$ cat src/rtl/zbt_point_arbiter_pkg.sv
// Shared ZBT point-memory definitions for the scanner, the arbiter and the renderer.
// A point word packs x/y/z as three 10-bit fields in the low 30 bits of a 36-bit word.
package zbt_point_arbiter_pkg;

    localparam int ZBT_ADDR_W = 19;
    localparam int ZBT_DATA_W = 36;

    localparam int PT_FIELD_W = 10;
    localparam int PT_X_LSB   = 20;
    localparam int PT_Y_LSB   = 10;
    localparam int PT_Z_LSB   = 0;

    typedef struct packed {
        logic [PT_FIELD_W-1:0] x;
        logic [PT_FIELD_W-1:0] y;
        logic [PT_FIELD_W-1:0] z;
    } point_t;

    typedef enum logic [1:0] {
        OP_IDLE,
        OP_READ,
        OP_WRITE
    } zbt_op_e;

    function automatic point_t unpack_point(input logic [ZBT_DATA_W-1:0] word);
        return point_t'(word[PT_X_LSB+PT_FIELD_W-1:PT_Z_LSB]);
    endfunction

endpackage

$ cat src/rtl/zbt_point_arbiter_fifo.sv
// Small synchronous write buffer for scanner points; head word is visible combinationally.
// DEPTH must be a power of two so the wrap bit of the pointers distinguishes full from empty.
module point_wr_fifo #(
    parameter int WIDTH = 36,
    parameter int DEPTH = 4
) (
    input  logic             clk,
    input  logic             reset_n,
    input  logic             push,
    input  logic [WIDTH-1:0] push_data,
    input  logic             pop,
    output logic [WIDTH-1:0] head,
    output logic             full,
    output logic             empty
);

    localparam int AW = (DEPTH > 1) ? $clog2(DEPTH) : 1;

    logic [WIDTH-1:0] mem [DEPTH];
    logic [AW:0]      wr_idx;
    logic [AW:0]      rd_idx;
    logic             do_push;
    logic             do_pop;

    assign empty   = (wr_idx == rd_idx);
    assign full    = (wr_idx[AW] != rd_idx[AW]) && (wr_idx[AW-1:0] == rd_idx[AW-1:0]);
    assign do_pop  = pop && !empty;
    assign do_push = push && (!full || do_pop);
    assign head    = mem[rd_idx[AW-1:0]];

    // NOTE: storage is a handful of flops, so it is cleared with the pointers; a
    // RAM-sized buffer would reset only the pointers and let empty gate the data.
    always_ff @(posedge clk or negedge reset_n) begin
        if (!reset_n) begin
            wr_idx <= '0;
            rd_idx <= '0;
            for (int i = 0; i < DEPTH; i++) begin
                mem[i] <= '0;
            end
        end else begin
            if (do_push) begin
                mem[wr_idx[AW-1:0]] <= push_data;
                wr_idx              <= wr_idx + 1'b1;
            end
            if (do_pop) begin
                rd_idx <= rd_idx + 1'b1;
            end
        end
    end

endmodule

$ cat src/rtl/zbt_point_arbiter.sv
// Single-port ZBT arbiter: renderer reads have priority, scanner writes are buffered
// and drained in idle slots, with a starvation guard forcing a write after a read streak.
module zbt_point_arbiter
    import zbt_point_arbiter_pkg::*;
#(
    parameter int ADDR_W       = ZBT_ADDR_W,
    parameter int DATA_W       = ZBT_DATA_W,
    parameter int MAX_POINTS   = 524288,
    parameter int STARVE_LIMIT = 8,
    parameter int FIFO_DEPTH   = 4
) (
    input  logic              clk,
    input  logic              reset_n,
    input  logic              wr_valid,
    input  logic [DATA_W-1:0] wr_data,
    output logic              wr_ready,
    input  logic              frame_start,
    input  logic              rd_req,
    input  logic [ADDR_W-1:0] rd_addr,
    output logic              rd_gnt,
    output logic              rd_valid,
    output logic [DATA_W-1:0] rd_data,
    output logic [ADDR_W-1:0] zbt_addr,
    output logic              zbt_we,
    output logic [DATA_W-1:0] zbt_write_data,
    input  logic [DATA_W-1:0] zbt_read_data,
    output logic [ADDR_W-1:0] point_count,
    output logic              overflow
);

    localparam int                SW       = $clog2(STARVE_LIMIT + 1);
    localparam logic [SW-1:0]     GUARD_AT = SW'(STARVE_LIMIT);
    localparam logic [ADDR_W-1:0] LAST_PTR = ADDR_W'(MAX_POINTS - 1);

    zbt_op_e           op;
    logic              fifo_full;
    logic              fifo_empty;
    logic [DATA_W-1:0] fifo_head;
    logic              push;
    logic              pop;
    logic              wrap;
    logic [SW-1:0]     starve_cnt;
    logic [ADDR_W-1:0] wr_ptr;
    logic [ADDR_W-1:0] frame_writes;
    logic [2:0]        rd_pipe;

    assign wr_ready = !fifo_full;
    assign push     = wr_valid && wr_ready;
    assign rd_gnt   = (op == OP_READ);
    assign pop      = (op == OP_WRITE);
    assign wrap     = pop && (wr_ptr == LAST_PTR);
    assign rd_valid = rd_pipe[2];

    // NOTE: op gets its default before any condition, so no path leaves it unassigned
    // and no latch is inferred.
    always_comb begin
        op = OP_IDLE;
        if (rd_req && (starve_cnt != GUARD_AT)) begin
            op = OP_READ;
        end else if (!fifo_empty) begin
            op = OP_WRITE;
        end
    end

    point_wr_fifo #(
        .WIDTH (DATA_W),
        .DEPTH (FIFO_DEPTH)
    ) u_wr_fifo (
        .clk       (clk),
        .reset_n   (reset_n),
        .push      (push),
        .push_data (wr_data),
        .pop       (pop),
        .head      (fifo_head),
        .full      (fifo_full),
        .empty     (fifo_empty)
    );

    // NOTE: all state below uses non-blocking assignments so every register samples
    // pre-edge values regardless of statement order.
    always_ff @(posedge clk or negedge reset_n) begin
        if (!reset_n) begin
            zbt_addr       <= '0;
            zbt_we         <= 1'b0;
            zbt_write_data <= '0;
        end else begin
            case (op)
                OP_READ: begin
                    zbt_addr <= rd_addr;
                    zbt_we   <= 1'b0;
                end
                OP_WRITE: begin
                    zbt_addr       <= wr_ptr;
                    zbt_we         <= 1'b1;
                    zbt_write_data <= fifo_head;
                end
                default: zbt_we <= 1'b0;
            endcase
        end
    end

    // A streak only counts while a write is actually waiting behind it.
    always_ff @(posedge clk or negedge reset_n) begin
        if (!reset_n) begin
            starve_cnt <= '0;
        end else if (pop || fifo_empty) begin
            starve_cnt <= '0;
        end else if (rd_gnt) begin
            starve_cnt <= starve_cnt + 1'b1;
        end
    end

    // A write coinciding with frame_start lands at the old pointer and still counts.
    always_ff @(posedge clk or negedge reset_n) begin
        if (!reset_n) begin
            wr_ptr       <= '0;
            frame_writes <= '0;
            point_count  <= '0;
            overflow     <= 1'b0;
        end else if (frame_start) begin
            wr_ptr       <= '0;
            frame_writes <= '0;
            point_count  <= frame_writes + {{(ADDR_W-1){1'b0}}, pop};
            overflow     <= 1'b0;
        end else begin
            if (pop) begin
                wr_ptr       <= wrap ? '0 : wr_ptr + 1'b1;
                frame_writes <= frame_writes + 1'b1;
            end
            if (wrap) begin
                overflow <= 1'b1;
            end
        end
    end

    always_ff @(posedge clk or negedge reset_n) begin
        if (!reset_n) begin
            rd_pipe <= '0;
            rd_data <= '0;
        end else begin
            rd_pipe <= {rd_pipe[1:0], rd_gnt};
            if (rd_pipe[1]) begin
                rd_data <= zbt_read_data;
            end
        end
    end

endmodule

$ cat config.mk
export PLATFORM = sky130hd
export DESIGN_NAME = zbt_point_arbiter
export DESIGN_NICKNAME = d
export VERILOG_FILES = /design/src/rtl/zbt_point_arbiter_pkg.sv /design/src/rtl/zbt_point_arbiter_fifo.sv /design/src/rtl/zbt_point_arbiter.sv
export SDC_FILE = /design/constraint.sdc
export NUM_CORES = 1
export LEC_CHECK = 0
export ABC_AREA = 1
export CAP_MARGIN = 20
export CORE_ASPECT_RATIO = 0.6
export CORE_MARGIN = 4
export CORE_UTILIZATION = 59
export CTS_BUF_LIST = sky130_fd_sc_hd__clkbuf_16
export CTS_CLUSTER_SIZE = 30
export DETAILED_ROUTE_END_ITERATION = 8
export GPL_TIMING_DRIVEN = 0
export PLACE_DENSITY = 0.89
export SLEW_MARGIN = 20
export SYNTH_ARGS = -nofsm -noshare
export SYNTH_HDL_FRONTEND = slang
export SYNTH_HIERARCHICAL = 1
export SYNTH_SLANG_ARGS = --single-unit
$ cat constraint.sdc
create_clock -name clk -period 4.8 [get_ports clk]
set_input_delay 0.96 -clock clk [delete_from_list [all_inputs] [get_ports clk]]
set_output_delay 0.96 -clock clk [all_outputs]
set_load 0.005 [all_outputs]
After elaboration in Yosys (flattened, before gate mapping). Cells that the tools add are included.

Reduce and logical (&&, ||, !) cells: 15. Equal/unequal tests: 7. Magnitude comparators: 3. Add/sub/neg operators: 6. Bitwise operators: 2. Muxes and demuxes: 19.

Operators with widths (number): 144-bit bitwise mux (1); 36-bit 2-to-1 mux (3); 19-bit 2-to-1 mux (5); 36-bit binary-select mux with 2-bit select (1); 36-bit demux with 2-bit select (1); 19-bit by 1-bit adder with 19-bit output, second input constant (2); 19-bit case mux with 2 select lines (1); 19-bit by 1-bit adder with 19-bit output (1); 19-bit == test, second input constant (1); 4-bit 2-to-1 mux (2); 2-bit nonzero test (4); 1-bit logical AND (7); 3-bit by 1-bit adder with 3-bit output, second input constant (2); 3-bit greater-or-equal comparator, second input constant (2); 2-bit inverter with 3-bit output (2); 4-bit by 1-bit adder with 4-bit output, second input constant (1); 2-bit 2-to-1 mux (2); 4-bit inequality test, second input constant (1); 3-bit == test (1); 3-bit by 1-bit < comparator with 1-bit output, second input constant (1); 1-bit 2-to-1 mux (3); 2-bit by 1-bit == test with 1-bit output, second input constant (1); 2-bit == test (1); 2-bit == test, second input constant (1); other kinds (3) (5).

Bits in registers: 307. Word-level logic and storage cells: 68. Input bits: 96. Output and inout bits: 115.

Logic depth before layout (Yosys ltp). Gate-level depths: netlist of run 1.

Depth in word-level cells: 8. Mapped depth: 17. Mapped depth without buffers: 16.

Modules after synthesis. The synthesis of run 1 kept the hierarchy.

Modules (own cells, without submodules): point_wr_fifo (cells an instance 892, times used 1, area each 7263.2 um^2, seq. area each 3753.6 um^2); zbt_point_arbiter (cells an instance 799, times used 1, area each 7141.8 um^2, seq. area each 3928.8 um^2).

Worst setup path before layout of run 1. OpenSTA, ideal clock, no wires.

Path type: input to register. Start: input port rd_req. End: register point_count[14]. Path buffers: 1. Data required time: 4.668 ns. Slack: 2.143 ns. Arrival time: 2.525 ns. Stages: 12. Setup time: 0.132 ns. Path through: nand2_2 -> nand2_4 -> inv_2 -> buf_2 -> ha_1 -> ha_1 -> nand2_1 -> nor2_1 -> inv_1 -> nor2_1 -> xor2_1 -> o21ai_1.

Word-level cells in the longest chain between the ends: 4.

RTL lines: start, declared (line zbt_point_arbiter.sv:18) `input logic rd_req,`; 1-bit logical AND (line zbt_point_arbiter.sv:58) `if (rd_req && (starve_cnt != GUARD_AT)) begin`; 2-bit 2-to-1 mux (line zbt_point_arbiter.sv:58); 2-bit == test (line zbt_point_arbiter.sv:50) `assign pop = (op == OP_WRITE);`; via pop (line zbt_point_arbiter.sv:40) `logic pop;`; 19-bit by 1-bit adder with 19-bit output (line zbt_point_arbiter.sv:123) `point_count <= frame_writes + {{(ADDR_W-1){1'b0}}, pop};`; end signal, assigned (line zbt_point_arbiter.sv:123); end, declared (line zbt_point_arbiter.sv:27) `output logic [ADDR_W-1:0] point_count,`.

The timed path passes the listed nets, and every way through them passes these cells. A chain may end at the register's enable or synchronous reset.

Worst setup path in the final report of run 1.
Start: input port rd_req. End: output port rd_gnt.

Word-level cells in the longest chain between the ends: 3.

RTL lines: 1-bit logical AND (line zbt_point_arbiter.sv:58); 2-bit 2-to-1 mux (line zbt_point_arbiter.sv:58); 2-bit by 1-bit == test with 1-bit output (line zbt_point_arbiter.sv:49) `assign rd_gnt = (op == OP_READ);`; end, declared (line zbt_point_arbiter.sv:20) `output logic rd_gnt,`.

Every way passes these cells.

==> flow_summary.yaml, run 1 <==
status:
  status: "finished, final reports clean"
synthesis:
  avgSynthCellArea_sq_um: 8.52
  synth_most_common_cell: "nand2_1"
  yosys.area.top_type: "dfrtp_1"
  synthFlopType: "dfrtp_1"
  synth_warnings: 6
  synthArstFlopShare_pct: 100
  syn_nets: 1798
  synth_cell_types: 39
  synth_edf_count: 0
  synth_top_area_share_pct: 53.3
  syn_inst: 1691
  yosys-top-cells-count: "583 x nand2_1, 307 x dfrtp_1, 160 x nand4_1"
  ys_top_cells_by_area: "dfrtp_1 53%, nand2_1 15%, nand4_1 6.9%"
  seq_area_frac_synth_pct: 53.3
  synth_seq_cells: 307
  netlist_area_sq_mm: 0.0144
power:
  switching_share_pct: 40.5
  power_density_mw_per_mm2: 559
  peakVddDrop_v: 0.000377
  p_seq_share_pct: 39.2
  switching_power_mw: 4.03
  p_leak_nw: 8.36
  pwr-share-comb_pct: 40.2
  power.internal_mw: 5.92
  clock_power_share_pct: 20.6
die:
  die_w_um: 210
  row_count: 43
  dieArea_sq_mm: 0.0271
  start_util_pct: 61.1
  die_h_um: 129
  coreArea_sq_mm: 0.0236
  ioPinCount: 211
setup_path:
  crit_type: "input port to primary output"
  cp_max_fo: 11
  required_ns: 3.84
  start_kind: "input port"
  cp.arrival_ns: 2.71
  end_kind: "primary output"
clock_tree:
  insertion_delay_ns: 0.56
  tritoncts: "built"
  path_clk_slew_ns: 0.06
  cts_root_buf: "clkbuf_16"
  cts_buffers: 28
  clock_path_buffers: 3
  cts-htree-levels: 1
  post-cts-setup-buffers: 0
  cts-resized-gates: 0
  clkSinkCount: 307
  cts_hold_buf: 0
place:
  hpwl_mm: 32.1
  place_congestion: 0.975
  io_buffers: 210
  dp_cells: 2219
  pre_cts_ws_ns: 1.07
sta:
  setup_viol_count_final: 0
  period_share_pct: 76.5
  hold_viol: 0
  period_needed_ns: 3.67
  fin_ws_ns: 1.13
  grt_setup_unrepaired: "false"
  slew_headroom_pct: 54.5
  fin_tns_setup_ns: 0
  final_max_slew_viol_count: 0
  clock_skew_ns: 0.0126
  tightest_slew_ns: 0.683
  max_freq_mhz: 273
final_layout:
  num-nets-final: 2041
  area_growth_pct: 23.6
  layout-drive-gt1-share_pct: 8.24
  fin_cells: 2271
  finalCoreUtilization_pct: 75.6
detailed_routing:
  vias: 13700
  post_drt_wl_per_cell_um: 19.6
  drc: 0
  drt_pass1_iterations: 8
  ant_nets: 0
  initialDrtViolationCount: 1928
  via_per_inst: 6.05
  routed_wl_mm: 44.6
grt:
  grt_pass1_wl_mm: 70.5
  gr-total-overflow: 0
  grt_pass1_vias: 13200
  grt.total_usage_pct: 32.5
  antenna_found_initial: 1
  grt_max_degree: 102
run:
  cap_violations: 0
worst_hold_path:
  hold_path_class: "input port to asynchronous set/reset pin"
-- placed cells by master, fill, tap and decap left out, drive strengths merged --
cell	synthesis	final
clkinvlp	0	1
and3	4	4
dfrtp	307	307
o211ai	8	8
xor2	13	13
o21a	2	2
nor3	13	13
nor3b	1	1
clkdlybuf4s50	0	209
xnor2	4	4
diode	0	2
nand2	594	594
inv	67	73
o22ai	36	36
o21ai	98	98
mux2	36	36
nor2	151	151
clkbuf	41	70
ha	11	11
nand3	52	52
a31oi	6	6
nand4	161	161
buf	68	72
clkinv	1	15
a21oi	17	17
-- flip-flops by register name (all words and copies together), names as in the netlist, 4 cells and up --
signal          flops
zbt_addr           19
wr_ptr             19
frame_writes       19
starve_cnt          4
rd_data            36
point_count        19
u_wr_fifo/mem     144
zbt_write_data     36
-- critical path, cell delays in order --
cell and delay, ns:
clkdlybuf4s50_1 0.47, nand2_2 0.10, inv_1 0.10, clkbuf_1 0.46, clkdlybuf4s50_1 0.61
-- path summary, 6_finish.rpt --
check	startpoint	to	slack, ns	cells after the start
worst max register to register	u_wr_fifo/rd_idx[1]$_DFFE_PN0P_	point_count[14]$_DFFE_PN0P_	1.24	17
worst max-delay path	rd_req	rd_gnt	1.13	5
min in group clk	rd_pipe[0]$_DFF_PN0_	rd_pipe[1]$_DFF_PN0_	0.37	0
worst min register to register	rd_pipe[0]$_DFF_PN0_	rd_pipe[1]$_DFF_PN0_	0.37	0
worst min-delay path	reset_n	rd_data[28]$_DFFE_PN0P_	0.26	1
max in group asynchronous	reset_n	u_wr_fifo/mem[93]$_DFFE_PN0P_	3.38	3
-- power groups by stage --
stage | Combinational (mW) | Sequential [mW] | Clock (mW)
after global routing | 4.38 | 3.98 | 2.19
final | 4.00 | 3.90 | 2.05
after floorplan | 2.34 | 3.81 | 0
after detailed placement | 3.87 | 3.91 | 0
after global placement | 3.73 | 3.88 | 0
after CTS | 3.90 | 3.88 | 2.08
-- stage by stage --
step | hold WS [ns] | total power [mW] | cell area, sq um
after CTS | 0.240 | 9.85 | 17800
after floorplan | 0.331 | 6.15 | 14400
after global routing | 0.253 | 10.5 | 17800
after detailed placement | 0.352 | 7.78 | 17000
final | 0.258 | 9.95 | 17800
after global placement | 0.335 | 7.61 | 16900
-- routing by layer --
layer	share of wire (%)	up-vias	global-route usage (%)	wire length, um
li1	-	6127	-	-
met1	42	6525	49.4	18900
met2	42	968	47.1	18600
met3	13	113	8.47	5890
met4	2.5	0	8.59	1130
met5	0	-	0	0
-- final cells by class --
class | instances | area (sq um)
Timing Repair Buffer | 213 | 2190
Tap cell | 315 | 394
Clock inverter | 21 | 87.6
Fill cell | 1706 | 5760
Buffer | 109 | 510
Antenna cell | 2 | 5.00
Multi-Input combinational cell | 1207 | 5950
Clock buffer | 29 | 726
Inverter | 68 | 258
Sequential cell | 307 | 7680
-- kinds of logic (layout without fill, tap and decap cells) --
kind of cell               after synthesis  in the layout  synth area share, %
AOI/OAI and AO/OA                      167            167                 6.39
muxes                                   36             36                 2.81
adders and majority gates               11             11                0.955
buffers and inverters                  177            440                 5.33
DFF                                    307            307                 53.3
other                                    0              2                    0
xor gates and xnor gates                17             17                 1.09
and+or+nand+nor                        976            976                 30.1
No activity file was read; power rests on OpenSTA's default activity.
==> run 2: changes to the inputs <==
CORE_UTILIZATION = 49   (was 59)
PLACE_DENSITY = 0.79   (was 0.89)
clock period = 3.2 ns   (was 4.8 ns; I/O delays follow)
==> run 2 against run 1 <==
  * Largest power group unchanged
  * Wire length rose by 4.0%
  * Setup slack got worse by 0.92 ns
  * Cell count rose by 2.8%
  * Critical path depth rose by 10
  * Hold slack got worse by 0.26 ns
  * Count of clock-buffer cells in the layout rose by 2
  * Critical path type is now register to register
  * Clock skew rose by 0.0040 ns
  * Sequential share of layout area fell by 0.49 points
  * First-iteration DRC count fell by 1.5%
==> flow_summary.yaml, run 2 (synthesis results as in run 1) <==
detailed_routing:
  drt_pass1_iterations: 6
  post_drt_wl_per_cell_um: 19.9
  via_per_inst: 5.81
  initialDrtViolationCount: 1900
  vias: 13600
  drc: 0
  routed_wl_mm: 46.3
  ant_nets: 0
grt:
  antenna_found_initial: 2
  grt_pass1_vias: 13100
  grt_max_degree: 93
  grt_pass1_wl_mm: 73.9
  gr-total-overflow: 0
  grt.total_usage_pct: 28.3
sta:
  hold_viol: 0
  period_share_pct: 93.6
  max_freq_mhz: 334
  fin_tns_setup_ns: 0
  final_max_slew_viol_count: 0
  grt_setup_unrepaired: "false"
  period_needed_ns: 2.99
  setup_viol_count_final: 0
  holdWs_ns: 0.000272
  clock_skew_ns: 0.0166
  slew_headroom_pct: 54.3
  tightest_slew_ns: 0.686
final_layout:
  top_register: "u_wr_fifo/mem"
  fill_cells: 2456
  layout-drive-gt1-share_pct: 8.84
  largest_reg_flops: 144
  num-nets-final: 2044
  most-common-layout-cells: "583 x nand2_1, 307 x dfrtp_1, 209 x clkdlybuf4s50_1"
  area_growth_pct: 25.0
  final_common_cell: "nand2_1"
  reg.largest.list: "u_wr_fifo/mem x144, rd_data x36, zbt_write_data x36"
die:
  die_h_um: 141
  ioPinCount: 211
  start_util_pct: 50.0
  row_count: 48
  die_w_um: 229
  dieArea_sq_mm: 0.0323
  coreArea_sq_mm: 0.0288
clock_tree:
  cts_hold_buf: 0
  path_clk_slew_ns: 0.07
  clkSinkCount: 307
  tritoncts: "built"
  insertion_delay_ns: 0.57
  cts-htree-levels: 1
  cts_buffers: 30
  clock_path_buffers: 3
  cts_root_buf: "clkbuf_16"
power:
  peakVddDrop_v: 0.000436
  p_leak_nw: 8.40
  power_density_mw_per_mm2: 849
  totalPowerFinal_mw: 15.3
setup_path:
  crit_type: "register to register"
  end_kind: "register"
  cp_cell_sequence: "inv_2, nand2_1, nand2_1, nand4_1, inv_1, inv_1, nand2_4, inv_4, buf_8, inv_1, nand4_4, nand3_2, buf_2, nand2_1, nand2_1"
  path_common_cell: "nand2_1"
  required_ns: 3.70
  start_kind: "register"
  cp_max_fo: 15
  critical-path-max-stage-delay_ns: 0.42
  cp.arrival_ns: 3.49
  crit_slowest_cell: "dfrtp_1"
worst_hold_path:
  hold_path_class: "input port to asynchronous set/reset pin"
place:
  hpwl_mm: 32.9
  place_congestion: 0.956
  io_buffers: 210
run:
  cap_violations: 0
status:
  status: "finished, final reports clean"
==> run 2: final cells by class <==
class / count / area (sq um) / area share [%]
tap: 375 / 469 / 2.61
multi-input combinational: 1207 / 5970 / 33.2
clock inverter: 22 / 128 / 0.709
inverter: 68 / 260 / 1.44
timing repair buffer: 215 / 2200 / 12.2
antenna: 1 / 2.50 / 0.0139
sequential: 307 / 7680 / 42.7
clock buffer: 31 / 776 / 4.31
buffer: 108 / 517 / 2.87
==> run 2: what timing repair did <==
action	4_1_cts	5_1_grt
buffers inserted	0	2
pin swaps	0	1
endpoints found under the setup margin	7	15
resized for setup	3	5
==> run 2: power breakdown <==
part,switching [mW],leakage [nW],internal [mW]
Sequential,0.735,3.90,5.11
Clock,1.53,0.454,1.82
Combinational,3.91,4.04,2.18
==> run 2: final timing paths <==
kind,cells after the start,slack [ns],to,from
min,1,0.0003,rd_data[28]$_DFFE_PN0P_,reset_n
min in group clk,0,0.36,rd_pipe[1]$_DFF_PN0_,rd_pipe[0]$_DFF_PN0_
max reg2reg,15,0.21,u_wr_fifo/mem[13]$_DFFE_PN0P_,u_wr_fifo/rd_idx[1]$_DFFE_PN0P_
min reg2reg,0,0.36,rd_pipe[1]$_DFF_PN0_,rd_pipe[0]$_DFF_PN0_
max,15,0.21,u_wr_fifo/mem[13]$_DFFE_PN0P_,u_wr_fifo/rd_idx[1]$_DFFE_PN0P_
max in group asynchronous,3,1.96,u_wr_fifo/mem[91]$_DFFE_PN0P_,reset_n
==> run 2: per-layer routing <==
| metal | vias to the layer above | part of all wire (%) | track usage [%] |
|---|---|---|---|
| met3 | 98 | 12 | 7.51 |
| met5 | - | 0.028 | 0 |
| met1 | 6474 | 44 | 42.7 |
| li1 | 6135 | - | - |
| met4 | 2 | 2.3 | 6.30 |
| met2 | 844 | 42 | 41.2 |
==> run 2: stage by stage <==
step / area, sq um / util, % / worst slack (ns) / instances
after floorplan: 14400 / - / 0.652 / 1691
after global routing: 18000 / 62.5 / 0.0326 / 2334
after CTS: 18000 / 62.3 / 0.000981 / 2331
after global placement: 17000 / 58.9 / -11.87 / 2276
after detailed placement: 17100 / 59.2 / -0.222 / 2279
final: 18000 / 62.5 / 0.206 / 2334
==> run 2: worst max-delay path: cells and delay by family (launching register included) <==
| kind | cells | cell delay, ns |
|---|---|---|
| buffers and inverters | 7 | 1.15 |
| DFF | 1 | 0.42 |
| and+or+nand+nor | 8 | 1.33 |
==> run 3: changes to the inputs <==
CTS_BUF_LIST = default   (was sky130_fd_sc_hd__clkbuf_16)
GPL_ROUTABILITY_DRIVEN = 0   (was default)
==> run 3 against run 2 <==
  * The flow now finishes with violations (negative hold slack)
  * Flip-flop and latch count did not move
  * Fmax fell by 0.87%
  * Final area rose by 0.95%
  * Critical path depth fell by 9
  * Global-route usage fell by 0.34 points
  * Combinational power fell by 0.8%
  * Critical path type is now register to primary output
  * Highest routed layer unchanged
==> flow_summary.yaml, run 3 (synthesis results as in run 1) <==
status:
  status: "finished with violations"
  violations: "negative hold slack"
sta:
  final_max_slew_viol_count: 0
  slew_headroom_pct: 51.3
  max_freq_mhz: 331
  tightest_slew_ns: 0.730
  hold_viol: 2
  period_share_pct: 94.4
  holdWs_ns: -0.00483
  setup_viol_count_final: 0
  period_needed_ns: 3.02
  grt_setup_unrepaired: "false"
  clock_skew_ns: 0.0199
  fin_tns_setup_ns: 0
detailed_routing:
  ant_nets: 0
  drt_pass1_iterations: 7
  routed_wl_mm: 45.9
  initialDrtViolationCount: 1984
  via_per_inst: 5.86
  vias: 13700
  drc: 0
  post_drt_wl_per_cell_um: 19.7
grt:
  antenna_found_initial: 2
  grt.total_usage_pct: 28.0
  gr-total-overflow: 0
  grt_pass1_vias: 13200
  grt_max_degree: 93
  grt_pass1_wl_mm: 72.9
power:
  peakVddDrop_v: 0.000468
  p_leak_nw: 8.47
  power_density_mw_per_mm2: 869
  power.internal_mw: 9.65
  clock_power_share_pct: 24.9
  switching_share_pct: 39.0
  pwr-share-comb_pct: 38.2
  switching_power_mw: 6.16
  p_seq_share_pct: 36.9
setup_path:
  crit_type: "register to primary output"
  cp.arrival_ns: 2.38
  end_kind: "primary output"
  start_kind: "register"
  required_ns: 2.56
  cp_max_fo: 13
worst_hold_path:
  hold_path_class: "input port to asynchronous set/reset pin"
clock_tree:
  cts_root_buf: "clkbuf_16"
  cts_buffers: 30
  clkSinkCount: 307
  path_clk_slew_ns: 0.07
  tritoncts: "built"
  clock_path_buffers: 3
  cts_hold_buf: 0
  insertion_delay_ns: 0.58
  cts-htree-levels: 1
die:
  ioPinCount: 211
  dieArea_sq_mm: 0.0323
  start_util_pct: 50.0
  die_h_um: 141
  coreArea_sq_mm: 0.0288
  die_w_um: 229
  row_count: 48
final_layout:
  largest_reg_flops: 144
  area_growth_pct: 26.2
  top_register: "u_wr_fifo/mem"
  num-nets-final: 2043
  final_common_cell: "nand2_1"
  layout-drive-gt1-share_pct: 9.29
  most-common-layout-cells: "583 x nand2_1, 306 x dfrtp_1, 209 x clkdlybuf4s50_1"
  finalCoreUtilization_pct: 63.1
  reg.largest.list: "u_wr_fifo/mem x144, rd_data x36, zbt_write_data x36"
  fin_area_sq_mm: 0.0182
place:
  io_buffers: 210
  hpwl_mm: 32.5
  place_area_sq_mm: 0.0171
run:
  cap_violations: 0
==> run 3: cell types whose count changed in the layout (fill, tap and decap cells not counted), sizes merged <==
cell / previous run / this run
inv: 71 / 67
buf: 74 / 73
clkinv: 15 / 6
clkbuf: 71 / 81
bufinv: 1 / 6
==> run 3: power groups by stage <==
stage | clock network [mW] | registers (mW) | logic, mW
6_report | 3.94 | 5.83 | 6.04
4_1_cts | 3.98 | 5.80 | 5.91
5_1_grt | 4.16 | 5.96 | 6.66
3_5_place_dp | 0 | 5.85 | 5.87
3_3_place_gp | 0 | 5.83 | 5.69
2_1_floorplan | 0 | 5.71 | 3.51
==> run 3: final cells by class <==
cell class	instances	area (sq um)
antenna	1	2.50
buffer	108	513
clock buffer	41	863
clock inverter	14	231
fill	2418	10600
inverter	68	260
multi-input combinational	1207	5960
sequential	307	7680
tap	375	469
timing repair buffer	214	2200
==> run 3: path summary, 6_finish.rpt <==
path                            slack, ns                       startpoint  cells after the start                     endpoint
worst min-delay path               -0.005                          reset_n                      1      rd_data[28]$_DFFE_PN0P_
min in group clk                     0.35             rd_pipe[0]$_DFF_PN0_                      0         rd_pipe[1]$_DFF_PN0_
worst max-delay path                 0.18        starve_cnt[0]$_DFFE_PN0P_                      6                       rd_gnt
worst max register to register       0.25  u_wr_fifo/rd_idx[1]$_DFFE_PN0P_                     17  point_count[14]$_DFFE_PN0P_
worst min register to register       0.35             rd_pipe[0]$_DFF_PN0_                      0         rd_pipe[1]$_DFF_PN0_
max in group asynchronous            1.92                          reset_n                      3       wr_ptr[12]$_DFFE_PN0P_
==> run 3: repair_timing <==
action | CTS | global route
pin swaps | 0 | 1
resized for setup | 2 | 5
setup endpoints to repair | 7 | 6
gates cloned | 0 | 0
buffers inserted | 0 | 1
==> run 3: per-stage QoR <==
step / worst slack (ns) / std cells / hold slack (ns) / power [mW]
after floorplan: 0.652 / 1691 / 0.331 / 9.23
after global placement: -11.81 / 2276 / 0.334 / 11.5
after detailed placement: -0.183 / 2279 / 0.341 / 11.7
after CTS: 0.0260 / 2333 / 0.0231 / 15.7
after global routing: 0.000700 / 2335 / 0.0309 / 16.8
final: 0.180 / 2335 / -0.00483 / 15.8
==> run 3: routing by layer <==
| layer | GRT usage (%) | share of wire (%) | vias to the layer above |
|---|---|---|---|
| met5 | 0 | 0.028 | - |
| met4 | 8.83 | 3.6 | 2 |
| met3 | 7.92 | 12 | 134 |
| met2 | 40.3 | 41 | 926 |
| met1 | 41.1 | 43 | 6489 |
| li1 | - | - | 6130 |
==> run 3: critical path, cell delays in order (launching register included) <==
cell	delay (ns)
dfrtp_1	0.40
inv_1	0.06
ha_1	0.21
nand3_2	0.08
nand2_2	0.08
inv_1	0.36
clkdlybuf4s50_1	0.60
